<file path="src/rtl/demux_dispatcher_pkg.sv">
// demux_dispatcher_pkg: shared types and constants for the 1-to-8 demux dispatcher
package demux_dispatcher_pkg;
    localparam int SEL_W = 3;
    localparam int STAT_W = 16;
    localparam logic MODE_RR = 1'b0;
    localparam logic MODE_DIR = 1'b1;
    typedef enum logic {IDLE, HOLD} state_t;
endpackage

</file>
<file path="src/rtl/demux_dispatcher_rr_pick.sv">
// demux_dispatcher_rr_pick: rotate-priority finder, first set req bit at or after base (wrapping)
//   req   in  NUM_OUT  request/ready vector
//   base  in  3        starting index, assumed < NUM_OUT
//   idx   out 3        winning index (base when nothing is set)
//   found out 1        some req bit was set
module demux_dispatcher_rr_pick
    import demux_dispatcher_pkg::*;
#(
    parameter int NUM_OUT = 8
) (
    input  logic [NUM_OUT-1:0] req,
    input  logic [SEL_W-1:0]   base,
    output logic [SEL_W-1:0]   idx,
    output logic               found
);
    // Scan offsets from farthest to nearest so the nearest hit is written last and wins.
    always_comb begin
        idx = base;
        found = 1'b0;
        for (int k = NUM_OUT - 1; k >= 0; k--) begin
            if (req[(int'(base) + k) % NUM_OUT]) begin
                idx = SEL_W'((int'(base) + k) % NUM_OUT);
                found = 1'b1;
            end
        end
    end
endmodule

</file>
<file path="src/rtl/demux_dispatcher.sv">
// demux_dispatcher: valid/ready sequencer steering each word to one of NUM_OUT consumers
//   clk, rst_n        clock, asynchronous active-low reset
//   in_valid/in_ready producer handshake; in_data word, in_dest directed target, mode 0=rr 1=directed
//   sel, out_valid    demux select and one-hot valid of the held word
//   out_data          held word; out_ready per-consumer ready
//   drop              one-cycle pulse when a directed word with out-of-range dest is discarded
//   DEMUX_DISPATCHER_STATS_EN adds stat_idx/stat_clr inputs and stat_cnt output (per-output
//   saturating delivery counters)
module demux_dispatcher
    import demux_dispatcher_pkg::*;
#(
    parameter int DATA_W = 8,
    parameter int NUM_OUT = 8
) (
    input  logic               clk,
    input  logic               rst_n,
    input  logic               in_valid,
    output logic               in_ready,
    input  logic [DATA_W-1:0]  in_data,
    input  logic [SEL_W-1:0]   in_dest,
    input  logic               mode,
    output logic [SEL_W-1:0]   sel,
    output logic [NUM_OUT-1:0] out_valid,
    output logic [DATA_W-1:0]  out_data,
    input  logic [NUM_OUT-1:0] out_ready,
    output logic               drop
`ifdef DEMUX_DISPATCHER_STATS_EN
    ,
    input  logic [SEL_W-1:0]   stat_idx,
    input  logic               stat_clr,
    output logic [STAT_W-1:0]  stat_cnt
`endif
);
    state_t state;
    logic held_mode;
    logic [SEL_W-1:0] rr_ptr, next_sel, base, pick_idx, tgt;
    logic pick_found, deliver, accept, drop_acc, load;
    logic [NUM_OUT-1:0] tgt_oh;

    assign in_ready = (state == IDLE) | out_ready[sel];
    assign deliver = (state == HOLD) & out_ready[sel];
    assign accept = in_valid & in_ready;
    assign drop_acc = accept & (mode == MODE_DIR) & ({1'b0, in_dest} >= 4'(NUM_OUT));
    assign load = accept & ~drop_acc;
    assign next_sel = (sel == SEL_W'(NUM_OUT - 1)) ? '0 : sel + SEL_W'(1);
    // A round-robin word delivered this cycle already advances the pointer for a same-cycle pick.
    assign base = (deliver && held_mode == MODE_RR) ? next_sel : rr_ptr;
    assign tgt = (mode == MODE_DIR) ? in_dest : (pick_found ? pick_idx : base);
    assign tgt_oh = NUM_OUT'(1) << tgt;

    demux_dispatcher_rr_pick #(.NUM_OUT(NUM_OUT)) rr_pick (
        .req(out_ready),
        .base(base),
        .idx(pick_idx),
        .found(pick_found)
    );

    always_ff @(posedge clk or negedge rst_n) begin
        if (!rst_n) begin
            state <= IDLE;
            sel <= '0;
            out_valid <= '0;
            out_data <= '0;
            drop <= 1'b0;
            rr_ptr <= '0;
            held_mode <= MODE_RR;
        end else begin
            drop <= drop_acc;
            if (deliver && held_mode == MODE_RR)
                rr_ptr <= next_sel;
            if (load) begin
                state <= HOLD;
                sel <= tgt;
                out_data <= in_data;
                held_mode <= mode;
                out_valid <= tgt_oh;
            end else if (deliver) begin
                state <= IDLE;
                out_valid <= '0;
            end
        end
    end

`ifdef DEMUX_DISPATCHER_STATS_EN
    logic [STAT_W-1:0] cnt [NUM_OUT];

    always_ff @(posedge clk or negedge rst_n) begin
        if (!rst_n) begin
            for (int i = 0; i < NUM_OUT; i++)
                cnt[i] <= '0;
        end else begin
            for (int i = 0; i < NUM_OUT; i++) begin
                if (stat_clr)
                    cnt[i] <= '0;
                else if (deliver && sel == SEL_W'(i) && cnt[i] != '1)
                    cnt[i] <= cnt[i] + STAT_W'(1);
            end
        end
    end

    assign stat_cnt = ({1'b0, stat_idx} < 4'(NUM_OUT)) ? cnt[stat_idx] : '0;
`endif
endmodule

</file>
<file path="config.mk">
export PLATFORM = sky130hd
export DESIGN_NAME = demux_dispatcher
export DESIGN_NICKNAME = d
export VERILOG_FILES = /design/src/rtl/demux_dispatcher_pkg.sv /design/src/rtl/demux_dispatcher_rr_pick.sv /design/src/rtl/demux_dispatcher.sv
export SDC_FILE = /design/constraint.sdc
export NUM_CORES = 1
export LEC_CHECK = 0
export BUFFER_PORTS_ARGS = -buffer_cell sky130_fd_sc_hd__buf_2
export CORE_MARGIN = 2
export CORE_UTILIZATION = 40
export CTS_CLUSTER_SIZE = 8
export DETAILED_ROUTE_END_ITERATION = 10
export SYNTH_ARGS = -nofsm -noshare
export SYNTH_HDL_FRONTEND = slang
export SYNTH_SLANG_ARGS = --single-unit
export TNS_END_PERCENT = 30
</file>
<file path="constraint.sdc">
create_clock -name clk -period 4.85 [get_ports clk]
set_input_delay 0.2425 -clock clk [delete_from_list [all_inputs] [get_ports clk]]
set_output_delay 0.2425 -clock clk [all_outputs]
set_load 0.02 [all_outputs]
</file>
==> summary.md <==
| Metric | Value |
|---|---|
| DR vias/cell | `6.32` |
| Drt pass-1 iters | `6` |
| Root buffer cell | `clkbuf_8` |
| Max-Slew Margin vs Limit | `43.4%` |
| CTS tree | `done` |
| Final Wtd Congestion | `0.873` |
| Netlist Area Pre-Place | `2650 sq um` |
| Synth top area cells | `dfrtp_1 23%, nand2_1 6.8%, mux2i_1 5.7%` |
| Die area | `7290 sq um` |
| Setup slack, reg-to-reg | `0.30 ns` |
| Pins Over Slew Limit | `0` |
| Initial Utilization | `41.5%` |
| Grt total ovfl | `0` |
| Syn Area/Cell | `8.54 sq um` |
| Ys flop type | `dfrtp_1` |
| Synthesis-stage register bit count | `24` |
| Worst Tran Pin Value | `0.845 ns` |
| Clock sinks | `24` |
| Startpoint types | `flip-flop` |
| Clock skew | `0.00482 ns` |
| Area leader, netlist | `dfrtp_1` |
| DRT antenna net count | `0` |
| Max_cap viols | `0` |
| Clock Tree Buf Depth | `2` |
| Status | `complete, no violations` |
| Hold Path End | `out_data[5]` |
| Nets | `373` |
| Fin crit share | `93.7%` |
| Final min period | `4.55 ns` |
| DR DRC count | `0` |
| Die Ht | `85.4 um` |
| Clock slew at reported path FFs | `0.09 ns` |
| Core area | `6390 sq um` |
| Yosys warns | `0` |
| Critical path type | `flip-flop to flip-flop` |
| Final wirelength | `7710 um` |
| Final Setup Violations | `0` |
| Number of library cell types mapped by synthesis | `71` |
| Final hold vios | `0` |
| Syn Inst Count | `310` |
| Min-Delay Path Class | `primary input to flip-flop` |
| Fmax achieved | `220 MHz` |
| Post-synthesis async set-or-reset flop share | `100%` |
| Post-CTS setup buffer count | `0` |
| Clk_lat worst skew | `0.27 ns` |
| Final HPWL DP | `5880 um` |
| Seq/Total Area, Yosys | `22.7%` |
| Largest net degree at the start of global routing | `25` |
| Setup TNS | `0 ns` |
| GRT Total Usage | `21.2%` |
| Fillcell total | `633` |
| First-pass GRT wire length | `12600 um` |
| Reg2Reg Depth | `16` |
| Routed wire per std cell | `18.3 um` |
| Via Count | `2666` |
| RSZ-0062 raised after global routing | `no` |
| CTS buffer count | `3` |
| Hold path cells | `2` |
| Reg-to-reg endpoint | `out_valid[5]` |
| Ant. Diodes | `0` |
| H-Tree Depth | `1` |
| Area growth, synth to finish | `12.6%` |
| Cell Rows | `29` |
| Worst hold start | `in_data[5]` |
| Reg2reg start | `sel[0]` |
| Yosys top cell area share | `22.7%` |
| Initial antenna violation count | `0` |
| Vias in the first global route | `2427` |
| Number of top-level pins | `44` |
| Post-synth net total | `337` |
| Count of port buffers added during placement | `42` |
| Critical Path Sink Type | `flip-flop` |
| Die Width | `85.4 um` |
| Worst EP arrival | `4.70 ns` |
| Post-synth EDFFs | `0` |
| Share of post-route cells with drive strength above 1 | `27.8%` |
| Worst EP required | `5.00 ns` |
| Initial DRC Count | `207` |
| Max Fanout on Critical Path | `15` |
-- cells by family after synthesis --
kind of cell	Yosys count	synth area share (%)
buffers and inverters	25	5.29
other	1	0.142
XOR/XNOR	2	0.662
adder cells (fa/ha/maj)	4	1.89
multiplexers	35	15.7
AO/OA/AOI/OAI	77	24.4
AND/OR/NAND/NOR	142	29.2
flip-flops	24	22.7
-- metal layers --
layer	wire length (um)	part of all wire (%)	up-vias	global-route usage (%)
met3	414	5.4	9	1.26
met1	3640	47	1291	31.7
li1	-	-	1259	-
met5	0	0	-	0
met2	3520	46	107	33.2
met4	127	1.6	0	5.92
-- worst max-delay path: stages (launching register included) --
cell	delay, ns
dfrtp_2	0.52
mux2_4	0.36
o22a_2	0.36
nand4_1	0.10
and2_1	0.16
buf_4	0.16
inv_1	0.13
ha_1	0.27
nor2b_1	0.14
o2111ai_1	0.21
nand2_1	0.19
mux4_2	0.42
nor4b_2	0.37
a21boi_1	0.18
o31a_1	0.28
and2_4	0.19
o41ai_1	0.36
-- state kept, by name, summed over array words and instances, names as in the netlist --
signal / count
sel: 3
out_data: 8
state: 1
rr_ptr: 3
out_valid: 8
held_mode: 1
-- timing repair --
| item | in CTS | in global routing |
|---|---|---|
| gates resized for setup | 0 | 2 |
| hold buffers | 1 | 0 |
| setup endpoints to repair | 0 | 8 |
| endpoints found under the hold margin | 24 | 0 |
-- worst max path at each step --
stage               startpoint           end  slack, ns  cells after the start
finish                  sel[0]  out_valid[5]       0.30                     16
global route            sel[0]  out_valid[3]      0.002                     16
CTS                     sel[0]  out_valid[7]       0.20                     16
detailed placement      sel[0]  out_valid[3]       0.21                     16
global placement        sel[0]  out_valid[1]       0.32                     16
floorplan               sel[0]  out_valid[1]       0.28                     19
-- area by class of cell --
cell class | instances | area [sq um] | share of cell area [%]
clock buffer | 3 | 41.3 | 1.39
clock inverter | 1 | 30.0 | 1.01
inverter | 5 | 18.8 | 0.630
multi-input combinational | 261 | 1910 | 64.1
sequential | 24 | 602 | 20.2
tap | 77 | 96.3 | 3.23
timing repair buffer | 51 | 280 | 9.40
-- cell usage in the layout, fill, tap and decap left out, types with 3 or more instances in the layout --
master and n:
buf_4 8, a32o_1 9, nand2_1 48, nand4_1 4
nor2b_1 6, buf_2 42, nand3_1 6, o31ai_1 3
nand2b_1 15, a211oi_1 6, mux2_2 13, o31a_1 3
clkbuf_8 3, dfrtp_1 23, ha_1 4, o21ai_0 10
mux2i_1 15, a21oi_1 5, mux2_4 5, and3_1 6
nor2_1 12, or4_1 14, and2_1 7, o41ai_1 4
o21ai_1 3, nor3_1 10, inv_1 3
-- Yosys cell counts, types with 3 or more instances --
cell type,count
nand2_1,48
mux2_2,13
inv_1,3
a21oi_1,5
dfrtp_1,24
or4_1,14
ha_1,4
a211oi_1,6
o21ai_0,10
nand2b_1,15
o41ai_1,4
nand4_1,4
mux2_4,5
clkbuf_1,8
nor2_1,12
nor3_1,10
o31ai_1,3
o21ai_1,3
nor2b_1,6
buf_2,4
mux2i_1,15
and2_1,7
a32o_1,9
o31a_1,3
and3_1,6
nand3_1,6
buf_6,5
-- through the flow --
stage	utilization [%]	instances	cell area (sq um)	setup WS, ns	hold slack (ns)
6_report	46.7	422	2980	0.303	0.197
5_1_grt	46.7	422	2980	0.00171	0.196
4_1_cts	46.6	422	2970	0.198	0.192
3_5_place_dp	45.3	417	2890	0.208	0.249
3_3_place_gp	45.3	417	2890	0.318	0.247
2_1_floorplan	-	310	2650	0.283	-0.0531
Power is left out: the tool's default activity adds up to more than one toggle a clock period on the data nets, which glitch-free logic cannot reach.
